[src/rtl/resultado_bcd_display_if.sv]
// ============================================================================
// Module   : resultado_bcd_display_if
// Purpose  : Divider-result bus and display outputs for resultado_bcd_display.
// Revision : 1.0
// ============================================================================
`default_nettype none

interface resultado_bcd_display_if;
    logic [6:0] cociente;
    logic [6:0] resto;
    logic       done;
    logic [6:0] seg;
    logic [5:0] an;
    logic       busy;
    logic       valid;

    modport master (
        output cociente, resto, done,
        input  seg, an, busy, valid
    );

    modport slave (
        input  cociente, resto, done,
        output seg, an, busy, valid
    );
endinterface

`default_nettype wire

[src/rtl/resultado_bcd_display.sv]
// ============================================================================
// Module   : resultado_bcd_display
// Purpose  : Captures divider results, converts them to BCD by double dabble
//            and scans them onto a 6-digit common-anode 7-segment display.
// Revision : 1.0
// ============================================================================
`default_nettype none

module resultado_bcd_display #(
    parameter int REFRESH_DIV = 50000
) (
    input  wire logic               clk,
    input  wire logic               rst,
    resultado_bcd_display_if.slave  dbus
);

    localparam int REF_W = (REFRESH_DIV > 1) ? $clog2(REFRESH_DIV) : 1;
    localparam logic [REF_W-1:0] REF_LAST = REF_W'(REFRESH_DIV - 1);

    typedef enum logic [1:0] {
        ST_IDLE = 2'd0,
        ST_CONV = 2'd1,
        ST_LOAD = 2'd2
    } state_t;

    state_t           state_q, state_d;
    logic [2:0]       cnt_q, cnt_d;
    logic [6:0]       bq_q, bq_d, br_q, br_d;
    logic [11:0]      bcdq_q, bcdq_d, bcdr_q, bcdr_d;
    logic [11:0]      dispq_q, dispq_d, dispr_q, dispr_d;
    logic             pend_q, pend_d;
    logic [6:0]       pq_q, pq_d, pr_q, pr_d;
    logic             busy_q, busy_d;
    logic             valid_q, valid_d;
    logic [REF_W-1:0] ref_q, ref_d;
    logic             wrap_q, wrap_d;
    logic [2:0]       idx_q, idx_d;
    logic [6:0]       seg_q, seg_d;
    logic [5:0]       an_q, an_d;

    logic [18:0]      step_q, step_r;

    // One double-dabble iteration: add-3 correction, then shift {bcd, bin}.
    function automatic logic [18:0] dabble_step(input logic [11:0] bcd, input logic [6:0] bin);
        logic [11:0] adj;
        adj = bcd;
        for (int i = 0; i < 3; i++) begin
            if (adj[i*4 +: 4] >= 4'd5) begin
                adj[i*4 +: 4] = adj[i*4 +: 4] + 4'd3;
            end
        end
        return {adj[10:0], bin, 1'b0};
    endfunction

    function automatic logic [6:0] seg_code(input logic [3:0] nib);
        case (nib)
            4'd0:    return 7'h40;
            4'd1:    return 7'h79;
            4'd2:    return 7'h24;
            4'd3:    return 7'h30;
            4'd4:    return 7'h19;
            4'd5:    return 7'h12;
            4'd6:    return 7'h02;
            4'd7:    return 7'h78;
            4'd8:    return 7'h00;
            4'd9:    return 7'h10;
            default: return 7'h7F;
        endcase
    endfunction

    function automatic logic [6:0] digit_seg(input logic [2:0] idx, input logic [11:0] dq,
                                             input logic [11:0] dr, input logic v);
        logic [11:0] grp;
        logic [3:0]  nib;
        logic        blank;
        grp = (idx >= 3'd3) ? dq : dr;
        case (idx)
            3'd5, 3'd2: begin
                nib   = grp[11:8];
                blank = (grp[11:8] == 4'd0);
            end
            3'd4, 3'd1: begin
                nib   = grp[7:4];
                blank = (grp[11:8] == 4'd0) && (grp[7:4] == 4'd0);
            end
            default: begin
                nib   = grp[3:0];
                blank = 1'b0;
            end
        endcase
        return (!v || blank) ? 7'h7F : seg_code(nib);
    endfunction

    assign step_q = dabble_step(bcdq_q, bq_q);
    assign step_r = dabble_step(bcdr_q, br_q);

    always_comb begin
        state_d = state_q;
        cnt_d   = cnt_q;
        bq_d    = bq_q;
        br_d    = br_q;
        bcdq_d  = bcdq_q;
        bcdr_d  = bcdr_q;
        dispq_d = dispq_q;
        dispr_d = dispr_q;
        pend_d  = pend_q;
        pq_d    = pq_q;
        pr_d    = pr_q;
        busy_d  = busy_q;
        valid_d = valid_q;
        idx_d   = idx_q;
        seg_d   = seg_q;
        an_d    = an_q;

        // Scan path runs regardless of the conversion FSM.
        if (ref_q == REF_LAST) begin
            ref_d  = '0;
            wrap_d = 1'b1;
        end else begin
            ref_d  = ref_q + REF_W'(1);
            wrap_d = 1'b0;
        end
        if (wrap_q) begin
            an_d  = ~(6'b000001 << idx_q);
            seg_d = digit_seg(idx_q, dispq_q, dispr_q, valid_q);
            idx_d = (idx_q == 3'd5) ? 3'd0 : idx_q + 3'd1;
        end

        case (state_q)
            ST_IDLE: begin
                if (dbus.done) begin
                    bq_d    = dbus.cociente;
                    br_d    = dbus.resto;
                    bcdq_d  = '0;
                    bcdr_d  = '0;
                    cnt_d   = 3'd0;
                    busy_d  = 1'b1;
                    state_d = ST_CONV;
                end
            end
            ST_CONV: begin
                bcdq_d = step_q[18:7];
                bq_d   = step_q[6:0];
                bcdr_d = step_r[18:7];
                br_d   = step_r[6:0];
                cnt_d  = cnt_q + 3'd1;
                if (cnt_q == 3'd6) begin
                    state_d = ST_LOAD;
                end
                if (dbus.done) begin
                    pend_d = 1'b1;
                    pq_d   = dbus.cociente;
                    pr_d   = dbus.resto;
                end
            end
            ST_LOAD: begin
                dispq_d = bcdq_q;
                dispr_d = bcdr_q;
                valid_d = 1'b1;
                // A strobe arriving during LOAD is newer than anything pending.
                if (dbus.done || pend_q) begin
                    bq_d    = dbus.done ? dbus.cociente : pq_q;
                    br_d    = dbus.done ? dbus.resto    : pr_q;
                    pend_d  = 1'b0;
                    bcdq_d  = '0;
                    bcdr_d  = '0;
                    cnt_d   = 3'd0;
                    state_d = ST_CONV;
                end else begin
                    busy_d  = 1'b0;
                    state_d = ST_IDLE;
                end
            end
            default: begin
                state_d = ST_IDLE;
                busy_d  = 1'b0;
            end
        endcase
    end

    always_ff @(posedge clk or negedge rst) begin
        if (!rst) begin
            state_q <= ST_IDLE;
            cnt_q   <= '0;
            bq_q    <= '0;
            br_q    <= '0;
            bcdq_q  <= '0;
            bcdr_q  <= '0;
            dispq_q <= '0;
            dispr_q <= '0;
            pend_q  <= 1'b0;
            pq_q    <= '0;
            pr_q    <= '0;
            busy_q  <= 1'b0;
            valid_q <= 1'b0;
            ref_q   <= '0;
            wrap_q  <= 1'b0;
            idx_q   <= '0;
            seg_q   <= 7'h7F;
            an_q    <= 6'h3F;
        end else begin
            state_q <= state_d;
            cnt_q   <= cnt_d;
            bq_q    <= bq_d;
            br_q    <= br_d;
            bcdq_q  <= bcdq_d;
            bcdr_q  <= bcdr_d;
            dispq_q <= dispq_d;
            dispr_q <= dispr_d;
            pend_q  <= pend_d;
            pq_q    <= pq_d;
            pr_q    <= pr_d;
            busy_q  <= busy_d;
            valid_q <= valid_d;
            ref_q   <= ref_d;
            wrap_q  <= wrap_d;
            idx_q   <= idx_d;
            seg_q   <= seg_d;
            an_q    <= an_d;
        end
    end

    assign dbus.seg   = seg_q;
    assign dbus.an    = an_q;
    assign dbus.busy  = busy_q;
    assign dbus.valid = valid_q;

endmodule

`default_nettype wire

[src/flat_wrapper.sv]
// flat-port wrapper written by rule: the top's interface ports become plain ports
module resultado_bcd_display_flat 
#(
    parameter int REFRESH_DIV = 50000
)
  (clk, rst, dbus_cociente, dbus_resto, dbus_done, dbus_seg, dbus_an, dbus_busy, dbus_valid);
  resultado_bcd_display_if dbus_i ();
  input  wire logic clk;
  input  wire logic rst;
  input wire logic [$bits(dbus_i.cociente)-1:0] dbus_cociente;
  input wire logic [$bits(dbus_i.resto)-1:0] dbus_resto;
  input wire logic [$bits(dbus_i.done)-1:0] dbus_done;
  output wire logic [$bits(dbus_i.seg)-1:0] dbus_seg;
  output wire logic [$bits(dbus_i.an)-1:0] dbus_an;
  output wire logic [$bits(dbus_i.busy)-1:0] dbus_busy;
  output wire logic [$bits(dbus_i.valid)-1:0] dbus_valid;
  assign dbus_i.cociente = dbus_cociente;
  assign dbus_i.resto = dbus_resto;
  assign dbus_i.done = dbus_done;
  assign dbus_seg = dbus_i.seg;
  assign dbus_an = dbus_i.an;
  assign dbus_busy = dbus_i.busy;
  assign dbus_valid = dbus_i.valid;
  resultado_bcd_display #(.REFRESH_DIV(REFRESH_DIV)) u_core (.clk(clk), .rst(rst), .dbus(dbus_i));
endmodule
[config.mk]
export PLATFORM = sky130hd
export DESIGN_NAME = resultado_bcd_display_flat
export DESIGN_NICKNAME = d
export VERILOG_FILES = /design/src/rtl/resultado_bcd_display_if.sv /design/src/rtl/resultado_bcd_display.sv /design/src/flat_wrapper.sv
export SDC_FILE = /design/constraint.sdc
export NUM_CORES = 1
export LEC_CHECK = 0
export ABC_CLOCK_PERIOD_IN_PS = 2800
export CAP_MARGIN = 0
export CORE_MARGIN = 2
export CORE_UTILIZATION = 40
export CTS_BUF_LIST = sky130_fd_sc_hd__clkbuf_8
export DETAILED_ROUTE_END_ITERATION = 16
export PLACE_DENSITY = 0.65
export SLEW_MARGIN = 20
export SYNTH_ARGS = -nofsm -noshare
export SYNTH_HDL_FRONTEND = slang
export SYNTH_SLANG_ARGS = --single-unit
[constraint.sdc]
create_clock -name clk -period 2.8 [get_ports clk]
set_input_delay 0.56 -clock clk [delete_from_list [all_inputs] [get_ports clk]]
set_output_delay 0.56 -clock clk [all_outputs]
set_load 0.005 [all_outputs]
* Word level (Yosys, flattened, before mapping)
Memories as Yosys holds them, arrays and structs flattened.
Index checks and enable logic that the tools add are counted.
** Storage, ports and cells
- ROM bits :: 112
- Memories kept :: 1
- Register bits :: 117
- Output and inout bits :: 15
** Memory list
- (name not given) :: depth 16, width 7, rd ports 1, clocked after Yosys merged registers in 0, write ports 0, RTL line resultado_bcd_display.sv:56 : case (nib)
** Cells by class
- Reductions and logical operators :: 15
- Add/sub/neg operators :: 9
- Equality and inequality tests :: 13
- Bitwise operators :: 2
- Shifts and indexed selects :: 1
- Magnitude comparators :: 7
- Mux-type cells :: 39
** Operators with widths (count)
- $pmux W12 S3 :: 2
- $mux W7 :: 7
- $pmux W7 S3 :: 2
- $mux W12 :: 3
- $ge A4 B3 Y1 const B :: 6
- $mux W4 :: 5
- $add A16 B1 Y16 const B :: 1
- $add A4 B2 Y4 const B :: 4
- $eq A16 B16 Y1 const B :: 1
- $mux W16 :: 1
- $mux W3 :: 5
- $eq A3 B3 Y1 const B :: 3
- $pmux W3 S3 :: 1
- $reduce_and A3 Y1 :: 3
- $logic_not A4 Y1 :: 2
- $pmux W4 S2 :: 1
- $add A3 B1 Y3 const B :: 2
- $add A3 B2 Y3 const B :: 2
- $mux W1 :: 6
- $ne A2 B2 Y1 const B :: 3
- $not A6 Y6 :: 1
- $pmux W2 S3 :: 1
- $shl A1 B3 Y6 const A :: 1
- $mux W2 :: 2
- other kinds (17) :: 21

* Depth between registers and ports, before layout
- Depth after elaboration :: 8
- Depth in mapped cells :: 13
- Mapped depth without buffers :: 10

* Least setup slack after synthesis
Ideal clock, no wire load.
- Path type :: flip-flop to flip-flop
- Start point :: reg u_core.idx_q[2]
- End point :: reg u_core.seg_q[5] (netlist: u_core.dbus.seg[5])
- Period minus slack after synthesis :: 2578 ps
- Required time :: 2718 ps
- Setup slack :: 222 ps
- Arrival :: 2496 ps
- Stages on the path, launching flop included :: 14
- Buffers on the path :: 3
- Path through :: dfrtp_1 -> buf_4 -> buf_2 -> inv_1 -> ha_1 -> buf_4 -> mux2i_1 -> o2bb2ai_1 -> a311oi_2 -> inv_1 -> ha_1 -> nor2_2 -> a311o_1 -> a21oi_2
** Between the ends
- Cells in the longest elaborated chain, start to end :: 8
- Elaborated cells between the ends (all ways) :: 18
- Classes of those cells :: order compare (1); eq/ne (4); mux (6); reduce/logical (6); memory (1)
** Ends and longest elaborated chain
- start, declared :: RTL line resultado_bcd_display.sv:37 : logic [2:0] idx_q, idx_d;
- start signal, assigned :: RTL line resultado_bcd_display.sv:217 : idx_q <= idx_d;
- parallel branches: the longest is 7 deep, another holds $mem_v2 Z16 W7
- $mux W7 * :: RTL line resultado_bcd_display.sv:91 : return (!v || blank) ? 7'h7F : seg_code(nib);
- end signal, assigned :: RTL line resultado_bcd_display.sv:218 : seg_q <= seg_d;
- end, declared :: RTL line resultado_bcd_display.sv:38 : logic [6:0] seg_q, seg_d;
Mark *: on every way between the ends. The select of a mux whose other input is x is not followed.
A chain may end at the register's enable or synchronous reset.

* Final worst setup path
- Start point :: reg u_core.idx_q[0]
- End point :: reg u_core.seg_q[0] (netlist: u_core.dbus.seg[0])
The elaborated chain is that of the path after synthesis.

==> flow_metrics.env <==
export IMPL_outcome="completed"
export IMPL_htreeDepth=4
export IMPL_p_leak_nw=3.04
export IMPL_critPathMaxFanout=8
export IMPL_p_per_area_mw_per_mm2=652
export IMPL_port_buffer_count=31
export IMPL_netlist_instances=588
export IMPL_rrSetupSlack_ps=340
export IMPL_worst_slew_pin_slew_ps=955
export IMPL_clock_latency_ps=440
export IMPL_cp_end_kind="register"
export IMPL_cts_buffers=17
export IMPL_fin_crit_sh=0.877
export IMPL_setup_viol=0
export IMPL_ys_warnings_count=0
export IMPL_timing_fmax_mhz=407
export IMPL_vdd_drop_max_v=0.000405
export IMPL_drt_iter0_markers=331
export IMPL_met2_usage=0.258
export IMPL_post_cts_buffers=0
export IMPL_cts_hold_buf=0
export IMPL_relSlewSlack=0.361
export IMPL_grt_overflow=0
export IMPL_antenna_found_initial=0
export IMPL_skew_ps=13.4
export IMPL_hold_path_class="input port to async pin"
export IMPL_dr_total_vias=4460
export IMPL_worstSetupPathType="register to register"
export IMPL_r2r_end="u_core.dbus.seg[0]"
export IMPL_cts_tree="built"
export IMPL_rsz0062_at_grt="false"
export IMPL_grt_pass1_vias=4404
export IMPL_io_pin_count=32
export IMPL_wirelength_microns=12300
export IMPL_maxCapViolations=0
export IMPL_finalPower_mw=4.57
export IMPL_final_nets=665
export IMPL_synth_seq_cells=117
export IMPL_initial_utilization=0.404
export IMPL_cp_start_kind="register"
export IMPL_yosysSeqAreaShare=0.484
export IMPL_fin_crit_ps=2460
export IMPL_grt_first_pass_wirelength_microns=21300
export IMPL_dp_hpwl_microns=8320
export IMPL_crit_path_start="u_core.idx_q[0]"
export IMPL_dieWidth_microns=127
export IMPL_top_usage_layer="met2"
export IMPL_crit_arrival_ps=2810
export IMPL_cts_clk_slew_worst_paths_ps=80
export IMPL_synth_edf_count=0
export IMPL_n_fill_cell=1359
export IMPL_grt_max_degree=71
export IMPL_slew_violations=0
export IMPL_synth_main_ff_cell="dfrtp_1"
export IMPL_antenna_left=0
export IMPL_drive_above_1_share=0.180
export IMPL_ys_async_sr_fraction=1.00
export IMPL_avgViaCountPerCell=5.40
export IMPL_ctsResizeCount=0
export IMPL_setup_tns_ps=0
export IMPL_syn_to_final_growth_pct=15.2
export IMPL_root_buffer="clkbuf_8"
export IMPL_cts_sinks=117
export IMPL_clockBufferDepth=2
export IMPL_coreArea_sq_mm=0.0150
export IMPL_netlist_cell_type_count=62
export IMPL_route_detailed_drc=0
export IMPL_synth_net_count=628
export IMPL_hold_violations=0
export IMPL_whs_ps=56.2
export IMPL_wl_per_cell_microns=14.9
export IMPL_die_area_sq_mm=0.0162
export IMPL_cp_required_ps=3150
export IMPL_rows=45
export IMPL_antennaDiodeCount=0
export IMPL_die_y_microns=127
export IMPL_syn_area_per_cell_sq_um=10.3
export IMPL_drtPass1Iterations=5
export IMPL_r2r_start="u_core.idx_q[0]"
export IMPL_gp_congestion=0.843
export IMPL_met3_usage=0.0456
export IMPL_worstRegToRegCells=8
export IMPL_grt_use_total=0.164
export IMPL_met1_usage=0.213
export IMPL_syn_area_sq_mm=0.00608
## state kept, by name, summed over array words and instances (netlist names), 6 cells and up
name,cells
u_core.dispr_q,12
u_core.dispq_q,12
u_core.pr_q,7
u_core.bcdq_q,12
u_core.dbus.an,6
u_core.bq_q,7
u_core.br_q,7
u_core.bcdr_q,12
u_core.dbus.seg,7
u_core.pq_q,7
u_core.ref_q,16
## synthesized netlist by cell type, types with 8 or more instances
cell | number | area [sq um]
nand2b_1 | 11 | 68.8
a21oi_1 | 29 | 145
dfstp_2 | 13 | 342
nor2b_1 | 8 | 50.1
o21ai_0 | 45 | 225
xnor2_1 | 12 | 105
inv_1 | 22 | 82.6
a22o_1 | 26 | 228
mux2_2 | 38 | 428
dfrtp_1 | 104 | 2600
mux2i_1 | 13 | 130
nor2_1 | 50 | 188
a222oi_1 | 12 | 120
nand2_1 | 66 | 248
ha_1 | 23 | 288
clkbuf_1 | 21 | 78.8
## per-layer routing
| metal | wire (microns) | part of all wire |
|---|---|---|
| met1 | 5790 | 0.47 |
| met3 | 583 | 0.047 |
| met5 | 0 | 0 |
| met4 | 164 | 0.013 |
| met2 | 5770 | 0.47 |
## how the worst max path moves through the flow
| stage | end | slack [ps] | cells past startpoint |
|---|---|---|---|
| 2_1_floorplan | u_core.dbus.seg[5] | 220 | 13 |
| 3_3_place_gp | u_core.bq_q[0] | 320 | 5 |
| 3_5_place_dp | u_core.bq_q[1] | 270 | 5 |
| 4_1_cts | u_core.dbus.seg[0] | 350 | 8 |
| 5_1_grt | u_core.dbus.seg[3] | 160 | 8 |
| 6_report | u_core.dbus.seg[0] | 340 | 8 |
## placed cells by master (no fill, tap or decap), types with 3 or more instances in the layout
cell,n
a21o_1,3
o21ai_0,45
a31oi_1,4
nor2b_1,8
o31ai_1,6
mux2_2,38
and3_1,3
xnor2_1,12
clkinv_2,4
xor2_1,6
nor3_1,7
clkinvlp_4,3
nor2_1,50
dfrtp_1,104
nand2b_1,11
nand2_1,66
inv_1,24
clkbuf_8,19
a22o_1,26
buf_4,16
ha_1,23
o2bb2ai_1,4
nor3b_1,5
o22ai_1,3
dfstp_2,13
a21oi_1,29
clkdlybuf4s50_1,30
a222oi_1,12
nand3_1,4
mux2i_1,13
## logic make-up after synthesis
kind of cell,synth area share
compound gates,0.176
simple gates,0.137
buf+inv,0.0356
mux,0.0937
xor+xnor,0.0259
fa+ha+maj,0.0474
flops,0.484
## worst max-delay path, cell delays in order, from the launching register on
cell and delay [ps]:
dfrtp_1 350, and2_1 130, ha_1 410, mux2_1 360, a32o_1 240, nor4_4 350, nand2_2 140, a21oi_4 250
a31oi_1 120
## metrics by stage
| stage | cell area [sq um] | util | instances | setup slack [ps] |
|---|---|---|---|---|
| 2_1_floorplan | 6080 | - | 588 | 222 |
| 3_3_place_gp | 6650 | 0.443 | 794 | 324 |
| 3_5_place_dp | 6650 | 0.443 | 794 | 275 |
| 4_1_cts | 7000 | 0.466 | 826 | 346 |
| 5_1_grt | 7000 | 0.466 | 826 | 160 |
| 6_report | 7000 | 0.466 | 826 | 343 |
## power breakdown
part / switching, mW / leakage, nW / internal (mW)
logic: 0.573 / 1.35 / 0.465
registers: 0.195 / 1.51 / 1.97
clock network: 0.715 / 0.181 / 0.651
## cell type report
cell class,instances,area [sq um],area share
Sequential cell,117,2940,0.421
Multi-Input combinational cell,418,2930,0.418
Timing Repair Buffer,48,460,0.0658
Clock buffer,19,262,0.0374
Tap cell,188,235,0.0336
Inverter,23,86.3,0.0123
Clock inverter,13,85.1,0.0122
Power figures use the tool's default switching activity.
==> RTL edit 1: new RTL, config.mk and constraints unchanged <==
Encoding of `state_t`: now one-hot (3 bits for 3 states).
--- a/src/rtl/resultado_bcd_display.sv
+++ b/src/rtl/resultado_bcd_display.sv
@@ -17,10 +17,10 @@
     localparam int REF_W = (REFRESH_DIV > 1) ? $clog2(REFRESH_DIV) : 1;
     localparam logic [REF_W-1:0] REF_LAST = REF_W'(REFRESH_DIV - 1);
 
-    typedef enum logic [1:0] {
-        ST_IDLE = 2'd0,
-        ST_CONV = 2'd1,
-        ST_LOAD = 2'd2
+    typedef enum logic [2:0] {
+        ST_IDLE = 3'b001,
+        ST_CONV = 3'b010,
+        ST_LOAD = 3'b100
     } state_t;
 
     state_t           state_q, state_d;
Function: same outputs for any inputs over 10 cycles, from zero or initial values and one cycle with rst low; not proved beyond that.
==> RTL edit 1 against the original RTL <==
- synthesized cell count fell by 3.9%
- maximum frequency shrank 2.9%
- cell area is 2.7% lower
- worst setup slack got worse by 0.073 ns
- sequential cell count grew 1
- largest power group unchanged
- wire length fell by 4.6%
- critical path depth rose by 4
- total power up 6.9%
- area after synthesis down 3.9%
==> RTL edit 1: results (changes against the original RTL) <==
Netlist cell types: 56 (-9.7%)
Hpwl dp: 8.02 mm (-3.6%)
Clock-cell share of area: 5.93% (+0.98 points)
FFs & Latches: 118 (+0.85%)
Crit path to: u_core.dbus.seg[5]
Top delay family on crit path: compound AO/OA/AOI/OAI gates
Max VDD drop: 478 uV (+18%)
Status: complete, no violations
Routed WL: 11.7 mm (-4.6%)
Worst setup startpoint: u_core.idx_q[1]
TritonRoute pass-1 iters: 4 (-1)
Power Dens Cells: 716 nW/um2 (+9.8%)
Number of fill cells: 1,383 (+1.8%)
Initial DRC count: 253 (-24%)
Multi-input gate count: 402 (-3.8%)
Non-clock buffer count: 46 (-4.2%)
Top cells by count, synth: 104 x dfrtp_1, 61 x nand2_1, 50 x nor2_1, 46 x o21ai_0, 38 x mux2_2
Nets: 640 (-3.8%)
RePlAce Congestion: 0.887 (+5.3%)
Global-route wire length before repair: 20.4 mm (-4.1%)
Post-Route Skew: 0.0121 ns (-0.00128 ns)
Worst-path fanout max: 7 (-1)
Gr usage total: 16.1% (-0.27 points)
Sequential share of the synthesized area: 50.8% (+2.4 points)
Worst R2R Path Depth: 12 (+4)
Crit-path slowest cell: a311oi_2
Largest net degree at the start of global routing: 54 (-24%)
==> RTL edit 1: stage by stage <==
stage / hold slack [ns] / cells / util, % / setup slack (ns) / instance area, um2
final: 0.0743 / 801 / 47.2 / 0.270 / 6810
after global routing: 0.0939 / 801 / 47.2 / 0.0431 / 6810
after CTS: 0.0694 / 801 / 47.2 / 0.141 / 6810
after detailed placement: 0.445 / 769 / 44.4 / 0.162 / 6400
after global placement: 0.439 / 769 / 44.4 / 0.244 / 6400
after floorplan: 0.264 / 565 / - / 0.168 / 5840
==> RTL edit 1: cell families after synthesis <==
group                      after synthesis  synth area share (%)
buffers and inverters                   45                  3.23
DFF                                    118                  50.8
muxes                                   52                  9.81
xor gates and xnor gates                26                  3.90
and+or+nand+nor                        176                  14.0
AOI/OAI and AO/OA                      129                  14.1
adders and majority gates               19                  4.07
==> RTL edit 1: routing by layer <==
metal	vias up	share of wire (%)	track usage, %
met5	-	0	0
met4	0	1.6	6.01
met3	18	3.4	3.82
met2	71	48	25.8
met1	2083	47	21.2
li1	2063	-	-
==> RTL edit 2: new RTL, same settings <==
Made on the original files. `REFRESH_DIV` is set to 50000 in 2 places; all go to 25000.
--- a/src/rtl/resultado_bcd_display.sv
+++ b/src/rtl/resultado_bcd_display.sv
@@ -7,7 +7,7 @@
 `default_nettype none
 
 module resultado_bcd_display #(
-    parameter int REFRESH_DIV = 50000
+    parameter int REFRESH_DIV = 25000
 ) (
     input  wire logic               clk,
     input  wire logic               rst,
--- a/src/flat_wrapper.sv
+++ b/src/flat_wrapper.sv
@@ -1,7 +1,7 @@
 // flat-port wrapper written by rule: the top's interface ports become plain ports
 module resultado_bcd_display_flat 
 #(
-    parameter int REFRESH_DIV = 50000
+    parameter int REFRESH_DIV = 25000
 )
   (clk, rst, dbus_cociente, dbus_resto, dbus_done, dbus_seg, dbus_an, dbus_busy, dbus_valid);
   resultado_bcd_display_if dbus_i ();
Formal check against the unedited RTL: no difference found for any inputs over 10 cycles, from zero or initial values and one cycle with rst low; that may be too few to reach the edited logic, so the function may still have changed.
==> RTL edit 2 against the original RTL <==
- worst setup slack got worse by 0.15 ns
- total power is 2.7% higher
- clock power increased by 12%
- area after synthesis fell by 2.1%
- wire length increased by 0.53%
- sequential cell count is 1 lower
- cell area fell by 0.77%
- critical endpoint is now u_core.dbus.seg[5]
- largest power group unchanged
==> RTL edit 2: results (changes against the original RTL) <==
Routed vias/inst: 5.43 (+0.62%)
Max VDD drop: 434 uV (+7.1%)
Sequential share of the synthesized area: 49.0% (+0.60 points)
Slew HR: 43.9% (+7.8 points)
Nets: 663 (-0.30%)
Synth top area cells: dfrtp_1 43%, mux2_2 7.2%, dfstp_2 5.7%
Max FFs per register: 15 (-1)
DR WL met2: 5.75 mm (-0.35%)
Number of buffers created by CTS: 17 (unchanged)
Netlist cell types: 51 (-18%)
Vias in the first global route: 4,328 (-1.7%)
Metal3 WL: 512 um (-12%)
Number of fill cells: 1,353 (-0.44%)
Hpwl dp: 8.62 mm (+3.7%)
Worst-path fanout max: 7 (-1)
Port bufs: 31 (unchanged)
Static Leakage: 2.99 nW (-1.7%)
Layout cells sized above 1: 17.3% (-0.73 points)
Initial DRC count: 337 (+1.8%)
Global-route wire length before repair: 21.2 mm (-0.36%)
Int Power: 3.24 mW (+5.2%)
Synth async-reset ratio: 100% (unchanged)
Post-Route Skew: 0.00844 ns (-0.00495 ns)
Routed WL: 12.4 mm (+0.53%)
Gr usage total: 16.4% (+0.068 points)
Top cells by count, synth: 103 x dfrtp_1, 73 x nand2_1, 53 x nor2_1, 43 x o21ai_0, 38 x mux2_2
Logic pwr share: 21.7% (-1.0 points)
Pre-CTS setup slack: 0.187 ns (-0.0881 ns)
Arr. time, crit path: 2.96 ns (+0.15 ns)
RePlAce Congestion: 0.869 (+3.1%)
Initial antenna violation count: 0 (unchanged)
Status: complete, no violations
Met1 Routed Length: 5.93 mm (+2.4%)
Placed inst area: 6540 um2 (-1.7%)
Syn Nets: 624 (-0.64%)
## RTL edit 2: cell count changes in the layout (fill, tap and decap cells not counted), sizes merged, moves of 3 or more
cell,before,now
a21oi,32,26
a22o,26,32
nand2,67,73
xor2,6,10
and3,3,0
nand2b,11,8
## RTL edit 2: final timing paths
path,from,end,slack [ns],cells past startpoint
hold reg to reg,u_core.ref_q[0],u_core.ref_q[0],0.46,1
setup / recovery,u_core.idx_q[1],u_core.dbus.seg[5],0.19,12
min in group clk,u_core.ref_q[0],u_core.ref_q[0],0.46,1
setup reg to reg,u_core.idx_q[1],u_core.dbus.seg[5],0.19,12
max in group asynchronous,rst,u_core.bq_q[5],1.95,2
hold / removal,rst,u_core.dispr_q[1],0.11,1
## RTL edit 2: what timing repair did
item	CTS	global route
gates resized for setup	0	1
buffers inserted	0	1
setup endpoints to repair	0	1
## RTL edit 2: cells by family (layout without fill, tap and decap cells)
| group | Yosys count | in the layout | share of synthesized area (%) |
|---|---|---|---|
| AND/OR/NAND/NOR | 173 | 173 | 13.0 |
| AO/OA/AOI/OAI | 147 | 147 | 17.1 |
| flip-flops | 116 | 116 | 49.0 |
| buffers and inverters | 53 | 105 | 3.47 |
| multiplexers | 52 | 52 | 9.63 |
| adder cells (fa/ha/maj) | 23 | 23 | 4.84 |
| XOR/XNOR | 20 | 20 | 2.94 |
## RTL edit 2: critical path: stages, from the launching register on
cell and delay [ns]:
dfrtp_1 0.37, and2_1 0.16, ha_1 0.31, buf_4 0.23, a21oi_2 0.22, mux2i_1 0.14
a311oi_2 0.41, inv_1 0.13, ha_1 0.21, inv_1 0.08, a21oi_1 0.06, o31ai_1 0.09
a21oi_1 0.12
## RTL edit 2: layer usage
layer | vias up | GRT usage [%]
met4 | 0 | 5.43
met2 | 92 | 25.7
met1 | 2183 | 22.0
met5 | - | 0
li1 | 2163 | -
met3 | 17 | 4.76
## RTL edit 2: through the flow
| stage | power (mW) | utilization, % | std cells |
|---|---|---|---|
| after floorplan | 2.83 | - | 584 |
| after global placement | 3.14 | 45.0 | 787 |
| after CTS | 4.75 | 47.7 | 819 |
| final | 4.69 | 47.8 | 820 |
| after detailed placement | 3.20 | 45.0 | 787 |
| after global routing | 5.00 | 47.8 | 820 |
## RTL edit 2: cell type report
type | count | area share, %
clock buffers | 19 | 3.76
repair buffers | 49 | 6.74
inverters | 24 | 1.30
clock inverters | 13 | 1.91
flip-flops and latches | 116 | 42.0
multi-input cells | 415 | 41.0
well taps | 184 | 3.31
## RTL edit 2: power groups by stage
stage          registers, mW  logic, mW  clock network (mW)
2_1_floorplan           2.11      0.720                   0
3_5_place_dp            2.17       1.03                   0
6_report                2.14       1.02                1.53
5_1_grt                 2.18       1.16                1.66
3_3_place_gp            2.16      0.989                   0
4_1_cts                 2.14       1.03                1.58
